<file path="config.mk">
export PLATFORM = sky130hd
export DESIGN_NAME = ym2149_bus_master
export DESIGN_NICKNAME = d
export VERILOG_FILES = /design/src/rtl/ym2149_bus_master.sv
export SDC_FILE = /design/constraint.sdc
export NUM_CORES = 1
export LEC_CHECK = 0
export CORE_MARGIN = 5
export CORE_UTILIZATION = 53
export DETAILED_ROUTE_END_ITERATION = 10
export PLACE_DENSITY = 0.76
export SYNTH_ARGS = -nofsm -noshare
export SYNTH_HDL_FRONTEND = slang
export SYNTH_SLANG_ARGS = --single-unit
</file>
<file path="constraint.sdc">
create_clock -name CLK -period 2.58 [get_ports CLK]
set_input_delay 0.258 -clock CLK [delete_from_list [all_inputs] [get_ports CLK]]
set_output_delay 0.258 -clock CLK [all_outputs]
set_load 0.01 [all_outputs]
</file>
<file path="src/rtl/ym2149_bus_master.sv">
// ym2149_bus_master: buffers PSG register read/write requests in a FIFO and
// plays them out as BDIR/BC address-latch, write and read bus cycles.
module ym2149_bus_master #(
    parameter int FIFO_DEPTH = 8,
    parameter int HOLD       = 1,
    parameter int GAP        = 1,
    parameter bit ADDR_CACHE = 1
) (
    input  logic                          CLK,
    input  logic                          RESET,
    input  logic                          req_valid,
    output logic                          req_ready,
    input  logic                          req_rd,
    input  logic [7:0]                    req_addr,
    input  logic [7:0]                    req_data,
    output logic                          rsp_valid,
    output logic [7:0]                    rsp_data,
    output logic                          BDIR,
    output logic                          BC,
    output logic [7:0]                    DOUT,
    input  logic [7:0]                    DIN,
    output logic                          busy,
    output logic [$clog2(FIFO_DEPTH):0]   level
);
    localparam int AW   = $clog2(FIFO_DEPTH);
    localparam int CMAX = (HOLD > GAP) ? HOLD : GAP;
    localparam int CW   = (CMAX > 1) ? $clog2(CMAX) : 1;

    typedef struct packed {
        logic       rd;
        logic [7:0] addr;
        logic [7:0] data;
    } req_t;

    typedef enum logic [2:0] {IDLE, LATCH, LGAP, ACCESS, AGAP} state_t;

    // ---------------- request FIFO ----------------
    req_t        mem [FIFO_DEPTH];
    logic [AW:0] wr_ptr, rd_ptr;
    logic        push, pop, empty, full;
    req_t        head;

    assign empty     = (wr_ptr == rd_ptr);
    assign full      = (wr_ptr[AW] != rd_ptr[AW]) && (wr_ptr[AW-1:0] == rd_ptr[AW-1:0]);
    assign level     = wr_ptr - rd_ptr;
    // Ready comes only from registered pointers, so a same-cycle pop never
    // reopens a full FIFO.
    assign req_ready = !full;
    assign push      = req_valid && req_ready;
    assign head      = mem[rd_ptr[AW-1:0]];

    // Storage write; contents need no reset since the pointers gate them.
    always_ff @(posedge CLK) begin
        if (push)
            mem[wr_ptr[AW-1:0]] <= '{rd: req_rd, addr: req_addr, data: req_data};
    end

    // FIFO pointer update.
    always_ff @(posedge CLK) begin
        if (RESET) begin
            wr_ptr <= '0;
            rd_ptr <= '0;
        end else begin
            if (push) wr_ptr <= wr_ptr + 1'b1;
            if (pop)  rd_ptr <= rd_ptr + 1'b1;
        end
    end

    // ---------------- bus sequencer ----------------
    state_t        state, state_nxt;
    logic [CW-1:0] cnt;
    req_t          cur, cur_nxt;
    logic          last, done, hit;
    logic          cache_vld;
    logic [7:0]    last_addr;

    assign hit  = ADDR_CACHE && cache_vld && (head.addr == last_addr);
    assign busy = !empty || (state != IDLE);

    // Marks the final cycle of the current phase.
    always_comb begin
        last = 1'b1;
        case (state)
            LATCH, ACCESS: last = (cnt == CW'(HOLD - 1));
            LGAP, AGAP:    last = (cnt == CW'(GAP - 1));
            default:       last = 1'b1;
        endcase
    end

    // Next state and pop. The end of a transaction makes the IDLE decision in
    // the same cycle, so a queued request follows with exactly GAP idle cycles.
    always_comb begin
        state_nxt = state;
        cur_nxt   = cur;
        pop       = 1'b0;
        done      = 1'b0;
        case (state)
            IDLE:    done = 1'b1;
            LATCH:   if (last) state_nxt = (GAP > 0) ? LGAP : ACCESS;
            LGAP:    if (last) state_nxt = ACCESS;
            ACCESS:  if (last) begin
                         if (GAP > 0) state_nxt = AGAP;
                         else         done = 1'b1;
                     end
            AGAP:    if (last) done = 1'b1;
            default: state_nxt = IDLE;
        endcase
        if (done) begin
            state_nxt = IDLE;
            if (!empty) begin
                pop       = 1'b1;
                cur_nxt   = head;
                state_nxt = hit ? ACCESS : LATCH;
            end
        end
    end

    // State, phase counter and current request registers.
    always_ff @(posedge CLK) begin
        if (RESET) begin
            state <= IDLE;
            cnt   <= '0;
            cur   <= '0;
        end else begin
            state <= state_nxt;
            cnt   <= last ? '0 : cnt + 1'b1;
            cur   <= cur_nxt;
        end
    end

    // Bus pins are registered from the next state so they line up with it.
    always_ff @(posedge CLK) begin
        if (RESET) begin
            BDIR <= 1'b0;
            BC   <= 1'b0;
            DOUT <= 8'h00;
        end else begin
            BDIR <= 1'b0;
            BC   <= 1'b0;
            DOUT <= 8'h00;
            case (state_nxt)
                LATCH: begin
                    BDIR <= 1'b1;
                    BC   <= 1'b1;
                    DOUT <= cur_nxt.addr;
                end
                ACCESS: begin
                    if (cur_nxt.rd) begin
                        BC <= 1'b1;
                    end else begin
                        BDIR <= 1'b1;
                        DOUT <= cur_nxt.data;
                    end
                end
                default: ;
            endcase
        end
    end

    // Address cache: remembers the last completed latch. Starts invalid since
    // the PSG's own reset value must not be assumed.
    always_ff @(posedge CLK) begin
        if (RESET) begin
            cache_vld <= 1'b0;
            last_addr <= 8'h00;
        end else if (state == LATCH && last) begin
            cache_vld <= 1'b1;
            last_addr <= cur.addr;
        end
    end

    // Read capture on the final ACCESS cycle; strobe for one cycle after.
    always_ff @(posedge CLK) begin
        if (RESET) begin
            rsp_valid <= 1'b0;
            rsp_data  <= 8'h00;
        end else begin
            rsp_valid <= 1'b0;
            if (state == ACCESS && last && cur.rd) begin
                rsp_valid <= 1'b1;
                rsp_data  <= DIN;
            end
        end
    end

endmodule

</file>
Word-level counts from Yosys, hierarchy flattened
Memory sizes are Yosys's and may differ from the RTL's. A register that Yosys moved wholly into a read port is not among the register bits.
Index checks and enable logic that the tools add are counted.

storage, ports and cells
  register bits = 57
  bits in writable memories = 136
  input bits = 28
  output and inout port bits = 25
  memories = 1

memory list
  name  words  width  rd ports  clocked after memory_dff  write ports  RTL line  text
  mem   8      17     1         1                         1            38        req_t mem [FIFO_DEPTH];

operators by class
  mux-type cells = 25
  reductions and logical operators = 14
  add/subtract/negate cells = 4
  bitwise gates (word level) = 1
  eq/ne operators = 10

operators by type and width
  cell                                                                   count
  17-bit 2-to-1 mux                                                      2
  3-bit 2-to-1 mux                                                       6
  8-bit case mux with 2 select lines                                     1
  3-bit case mux with 4 select lines                                     1
  3-bit by 2-bit equality test with 1-bit output, second input constant  3
  1-bit 2-to-1 mux                                                       9
  4-bit by 1-bit adder with 4-bit output, second input constant          2
  8-bit equality test                                                    1
  8-bit 2-to-1 mux                                                       1
  3-bit by 1-bit equality test with 1-bit output, second input constant  2
  1-bit logical AND                                                      6
  1-bit case mux with 2 select lines                                     3
  4-bit equality test                                                    1
  2-bit 2-to-1 mux                                                       2
  2-bit OR reduction                                                     2
  4-bit OR reduction                                                     1
  4-bit subtractor                                                       1
  3-bit equality test                                                    1
  3-bit equality test, second input constant                             1
  3-bit logical NOT                                                      1
  3-bit nonzero test                                                     1
  1-bit logical NOT                                                      2
  1-bit adder, second input constant                                     1
  1-bit logical OR                                                       1
  other kinds (2)                                                        2

Depth between registers and ports, before layout
Gate-level depths: netlist (run 1).

  word-level depth = 8
  gate-level depth with buffers = 10
  depth with buffers taken out = 10

Worst setup path after synthesis (run 1)
No wires, ideal clock.

  kind = reg-to-reg
  start = register rd_ptr[1]
  end = memory mem[0][0] (netlist name) (enable)
  clock period less this slack = 2.937 ns
  library setup time = 0.412 ns
  stages on the path, launching flop included = 7
  slack = -0.357 ns
  required time = 2.168 ns
  arrival = 2.524 ns
  path through = dfxtp_1 -> inv_1 -> ha_1 -> nand4b_1 -> and2_0 -> nand2_1 -> nor3_1

on the way
  cells in the longest elaborated chain, start to end = 6

RTL lines
  item                                    RTL line  text
  start, declared                         39        logic [AW:0] wr_ptr, rd_ptr;
  start signal, assigned                  65        if (pop) rd_ptr <= rd_ptr + 1'b1;
  3-bit equality test                     44        assign full = (wr_ptr[AW] != rd_ptr[AW]) && (wr_ptr[AW-1:0] == rd_ptr[AW-1:0]);
  1-bit logical AND                       44
  1-bit logical NOT                       48        assign req_ready = !full;
  named net req_ready                     12        output logic req_ready,
  1-bit logical AND                       49        assign push = req_valid && req_ready;
  1-bit 2-to-1 mux                        54        if (push)
  1-bit 2-to-1 mux (not written as such)  55        mem[wr_ptr[AW-1:0]] <= '{rd: req_rd, addr: req_addr, data: req_data};
  end, declared                           38

The timed path passes the listed nets, and every way through them passes these cells.

Final worst setup path (run 1)
  start = register wr_ptr[0]
  end = output port level[2]

on the way
  cells in the longest elaborated chain, start to end = 1

RTL lines
  item                    RTL line  text
  start, declared         39
  start signal, assigned  64        if (push) wr_ptr <= wr_ptr + 1'b1;
  4-bit subtractor        45        assign level = wr_ptr - rd_ptr;
  end, declared           23        output logic [$clog2(FIFO_DEPTH):0] level

No other way between the ends.

==> results.toml, run 1 <==
[clock_network]
postCtsHoldBufs = 0
cts_num_sinks = 196
cts_tree = "yes"
root_buffer = "clkbuf_16"
htreeDepth = 4
clk_path_buf_depth = 2
clkLatencyLatePin_ns = 0.43
clk_pin_slew_ns = 0.07
cts_inserted_buffers = 17

[critical_path]
cpPeakStageDelay_ns = 0.54
slowest_stage = "clkdlybuf4s50_1"
cp_max_fo = 4
crit_chain = "inv_1 > ha_1 > fa_1 > xnor2_1 > clkdlybuf4s50_1"
crit_buf_inv = 2
end_kind = "output pin"
worst-setup-path-type = "reg2out"
critPathTopFamily = "buffers and inverters"
cp_data_arrival_time_ns = 2.19
cp.required_ns = 2.32
cp-start-kind = "flip-flop"

[synthesis]
synth_top_area_share_pct = 53.3
synth_fp_nets = 536
synth_top_area_cell = "edfxtp_1"
syn-instance-count = 502
synth_edf_count = 136
syn_area_per_cell_sq_um = 15.3
async_flop_share_pct = 0
synth_area_leaders = "edfxtp_1, dfxtp_1, mux4_2"
synth.most_common_cell = "edfxtp_1"
synthesis.area_sq_um = 7670
yosys_warnings = 0
seq_area_frac_synth_pct = 68.9
netlist-cell-type-count = 44
synth_ff_type = "edfxtp_1"
synth_seq_cells = 196
synth_common_cells = "edfxtp_1, dfxtp_1, nor2_1"

[sta]
rsz0062_at_grt = "false"
slew_violations = 0
relSlewSlack_pct = 64.2
fin_crit_sh_pct = 94.8
fin_skew_ns = 0.00918
max_freq_ghz = 0.409
finalHoldViolCount = 0
tightest_slew_ns = 0.535
min_period_ns = 2.45
setup_ws_ns = 0.134
setup_violations = 0
setup_tns_ns = 0

[drt]
drtPass1Iterations = 4
routed_wirelength_um = 14700
ant_nets = 0
drc_errors = 0
vias = 4322
wl_per_cell_um = 19.2
vias_per_cell = 5.63
drt-initial-drc-count = 323

[cells_and_area]
synthToLayoutAreaGrowth_pct = 20.5
regArea_sq_um = 5290
multi_input_area_sq_um = 2240
antenna_cells = 0
final_util_pct = 64.3
nFillCells = 979
nets = 605
drive_gt1_share_pct = 17.5

[run]
drv_cap = 0

[power]
vdd_drop_max_mv = 0.522
finalPower_w = 0.00838
p_leak_nw = 3.11
power.density_nw_per_um2 = 907

[place]
place_congestion = 0.854
portBuffers = 52
pre_cts_ws_ns = 0.128
dp_hpwl_um = 9450

[floorplan]
die_w_um = 130
io_pins = 53
row_count = 44
start_util_pct = 53.4
fp.dieH_um = 130
coreArea_sq_um = 14400
die_area_sq_um = 17000

[global_routing]
grt_pass1_wl_um = 23800
use_met2_pct = 30.0
grt.overflow.total = 0
grt_usage_pct = 18.8
antenna_found_initial = 0
top_usage_layer = "met2"
met1_usage_pct = 25.0
grt_pass1_vias = 4428
grt.met3_usage_pct = 4.87
grt_max_degree = 30

[hold_path]
hp-class = "in2reg"

[status]
status = "finished, final reports clean"
state kept, by name, indices dropped and copies added (netlist names), named ones only:
register   count
last_addr      8
mem          136
cache_vld      1
rsp_data       8
state          3
rd_ptr         4
cnt            1
rsp_valid      1
DOUT           8
wr_ptr         4
cur           17
BC             1
BDIR           1
routing by layer:
| metal | up-vias | part of all wire [%] |
|---|---|---|
| met2 | 120 | 49 |
| met5 | - | 0 |
| met3 | 24 | 5.6 |
| li1 | 2014 | - |
| met1 | 2164 | 43 |
| met4 | 0 | 2.4 |
logic make-up after synthesis:
logic type	count (synthesis)	share of synthesized area [%]
DFF	196	68.9
AOI/OAI and AO/OA	48	3.98
xor gates and xnor gates	17	1.94
and+or+nand+nor	129	7.69
other	1	0.0489
muxes	69	14.1
adders and majority gates	6	1.08
buffers and inverters	36	2.22
metrics by stage:
step	cell area, sq um	instances	hold WS (ns)
2_1_floorplan	7680	502	0.357
3_3_place_gp	8600	734	0.439
3_5_place_dp	8600	734	0.445
4_1_cts	9200	767	0.428
5_1_grt	9240	768	0.451
6_report	9240	768	0.445
cell type report:
class / count / share of cell area [%]
Clock buffer: 21 / 5.09
Sequential cell: 196 / 57.3
Inverter: 9 / 0.365
Multi-Input combinational cell: 270 / 24.3
Tap cell: 184 / 2.49
Timing Repair Buffer: 77 / 9.43
Clock inverter: 11 / 1.10
cell usage in the layout, fill, tap and decap left out, types with 8 or more instances in the layout:
| cell | n |
|---|---|
| a211oi_1 | 14 |
| a21oi_1 | 16 |
| buf_12 | 11 |
| buf_4 | 11 |
| clkbuf_16 | 18 |
| clkdlybuf4s50_1 | 50 |
| dfxtp_1 | 56 |
| edfxtp_1 | 136 |
| inv_1 | 9 |
| mux2i_1 | 32 |
| mux4_2 | 30 |
| nand2_1 | 39 |
| nor2_1 | 46 |
| nor3_1 | 9 |
| nor3b_1 | 8 |
| o21ai_0 | 9 |
| xnor2_1 | 8 |
| xor2_1 | 9 |
tightest hold or removal path, cell delays in order:
cell             delay, ns
clkdlybuf4s50_1       0.40
mux2i_1               0.12
nor2_1                0.05
report_power, final:
part           total, W  switching [W]  internal [W]
sequential      0.00382       0.000187       0.00363
combinational   0.00205        0.00105       0.00100
clock           0.00251        0.00110       0.00141
total           0.00838        0.00234       0.00604
what timing repair did:
| action | in CTS | in global routing |
|---|---|---|
| gates resized for setup | 4 | 7 |
| pin swaps | 1 | 0 |
| endpoints found under the setup margin | 2 | 9 |
| setup buffers | 1 | 0 |
| cloned | 0 | 1 |
path summary, 6_finish.rpt:
path                                 from           end  slack (ns)  depth (start not counted)
worst max register to register  flip-flop       DOUT[6]        0.19                          9
worst min-delay path               DIN[3]   rsp_data[3]        0.45                          3
worst min register to register    cur[11]  last_addr[3]        0.46                          2
worst max-delay path            wr_ptr[0]      level[2]        0.13                          5
(Power assumes the default switching activity.)
==> run 2: changes to the inputs <==
--- a/config.mk
+++ b/config.mk
@@ -6,9 +6,10 @@
 export NUM_CORES = 1
 export LEC_CHECK = 0
 export CORE_MARGIN = 5
-export CORE_UTILIZATION = 53
+export CORE_UTILIZATION = 50
 export DETAILED_ROUTE_END_ITERATION = 10
-export PLACE_DENSITY = 0.76
+export HOLD_SLACK_MARGIN = 0.08
+export PLACE_DENSITY = 0.69
 export SYNTH_ARGS = -nofsm -noshare
 export SYNTH_HDL_FRONTEND = slang
 export SYNTH_SLANG_ARGS = --single-unit
==> constraint.sdc (replaced) <==
create_clock -name CLK -period 2.3 [get_ports CLK]
set_input_delay 0.23 -clock CLK [delete_from_list [all_inputs] [get_ports CLK]]
set_output_delay 0.23 -clock CLK [all_outputs]
set_load 0.01 [all_outputs]
==> run 2 against run 1 <==
- the flow now finishes with violations (negative setup slack)
- cell area grew 2.9%
- routed wire length grew 3.6%
- setup slack lost 0.21 ns
- register-to-register slack lost 0.26 ns
- non-clock buffer count grew 18
- global-route usage shrank 0.86 points
- count of clock-buffer cells in the layout shrank 4
- final cell count grew 2.7%
- utilization shrank 1.5 points
- clock skew grew 0.0013 ns
- sequential power grew 11%
- largest power group unchanged
==> results.toml, run 2 (synthesis gave the netlist of run 1 again) <==
[status]
violations = "negative setup slack"
status = "finished with violations"

[sta]
fin_crit_sh_pct = 103
fin_skew_ns = 0.0105
finalHoldViolCount = 0
min_period_ns = 2.37
setup_ws_ns = -0.0731
rsz0062_at_grt = "true"
max_freq_ghz = 0.421
tightest_slew_ns = 0.532
setup_tns_ns = -0.433
slew_violations = 0
setup_violations = 9
relSlewSlack_pct = 64.5

[cells_and_area]
drive_gt1_share_pct = 22.0
synthToLayoutAreaGrowth_pct = 24.1
final_util_pct = 62.8
layout.cells.most_common = "edfxtp_1"
regArea_sq_um = 5290
multi_input_area_sq_um = 2350
layout.cells.non_filler = 789
antenna_cells = 0
final_cell_mix = "edfxtp_1, dfxtp_1, clkdlybuf4s50_1, nor2_1, nand2_1"
nets = 623
nFillCells = 1052
largest_reg_flops = 136

[clock_network]
clk_path_buf_depth = 2
clk_pin_slew_ns = 0.07
cts_inserted_buffers = 17
postCtsHoldBufs = 0
clkLatencyLatePin_ns = 0.43
htreeDepth = 4
cts_num_sinks = 196
root_buffer = "clkbuf_16"
cts_tree = "yes"

[drt]
wl_met2_um = 7610
top_layer_used = "met4"
met1Wirelength_um = 6730
drtPass1Iterations = 5
drt-initial-drc-count = 323
drc_errors = 0
routed_wirelength_um = 15300
met3_length_um = 690
vias_per_cell = 5.48
wl_per_cell_um = 19.3
ant_nets = 0
vias = 4326

[global_routing]
grt.overflow.total = 0
grt_pass1_vias = 4359
grt_pass1_wl_um = 24300
grt_max_degree = 32
antenna_found_initial = 0
grt_usage_pct = 17.9

[place]
pre_cts_ws_ns = -0.128
dp_hpwl_um = 9780
placedCellCount = 751
portBuffers = 52
place_congestion = 0.772

[floorplan]
die_w_um = 134
row_count = 45
io_pins = 53
die_area_sq_um = 17900
coreArea_sq_um = 15100
start_util_pct = 50.6
fp.dieH_um = 134

[power]
power.density_nw_per_um2 = 1030
vdd_drop_max_mv = 0.603
finalPower_w = 0.00982
p_leak_nw = 3.22

[critical_path]
worst-setup-path-type = "reg2reg"
end_kind = "flip-flop"
cp_data_arrival_time_ns = 2.73
cp_max_fo = 7
cp.required_ns = 2.66
cp-start-kind = "flip-flop"

[run]
drv_cap = 0

[hold_path]
hp-class = "in2reg"
-- run 2: cell types whose count changed in the layout (fill, tap and decap cells not counted), sizes merged --
| cell | previous run | this run |
|---|---|---|
| buf | 24 | 43 |
| inv | 11 | 16 |
| clkbuf | 22 | 19 |
| clkdlybuf4s50 | 50 | 48 |
| clkinv | 4 | 2 |
| bufinv | 1 | 2 |
| clkinvlp | 4 | 3 |
| dlygate4sd2 | 1 | 2 |
| dlymetal6s2s | 1 | 0 |
-- run 2: layout make-up --
type | count | share of cell area (%)
Sequential cell | 196 | 55.6
Clock inverter | 14 | 1.75
Clock buffer | 17 | 4.47
Inverter | 9 | 0.355
Tap cell | 188 | 2.47
Multi-Input combinational cell | 270 | 24.7
Timing Repair Buffer | 95 | 10.7
-- run 2: worst max-delay path, cell delays in order (launching register included) --
cell and delay [ns]:
dfxtp_4 0.39, buf_12 0.14, mux4_2 0.54, mux2i_4 0.20, xor2_2 0.19, nand4_1 0.17
o31ai_4 0.28, buf_6 0.18, mux2i_1 0.20
-- run 2: per-stage QoR --
stage	hold WS [ns]	area (sq um)
final	0.412	9520
after global routing	0.419	9520
after CTS	0.401	9450
after detailed placement	0.448	8720
after global placement	0.442	8720
after floorplan	0.329	7680
-- run 2: final timing paths --
check / slack (ns) / endpoint / cells after the start / startpoint
worst max-delay path: -0.07 / DOUT[7] / 8 / flip-flop
worst min-delay path: 0.41 / rsp_data[1] / 3 / DIN[1]
worst max register to register: -0.07 / DOUT[7] / 8 / flip-flop
worst min register to register: 0.46 / last_addr[3] / 2 / cur[11]
-- run 2: where the power goes --
group | internal [W] | switching [W]
logic | 0.00133 | 0.00130
clock network | 0.00163 | 0.00131
registers | 0.00407 | 0.000179
total | 0.00703 | 0.00279
-- run 2: layer usage --
metal  track usage, %  vias up
met5                0        -
met4             5.89        0
met3             4.28       17
met2             28.8      103
met1             24.3     2151
li1                 -     2055
-- run 2: repair_timing --
action,in CTS,in global routing
gates cloned,2,0
setup endpoints to repair,15,12
setup buffers,3,2
pin swaps,3,6
gates resized for setup,21,14
endpoints found under the hold margin,0,0
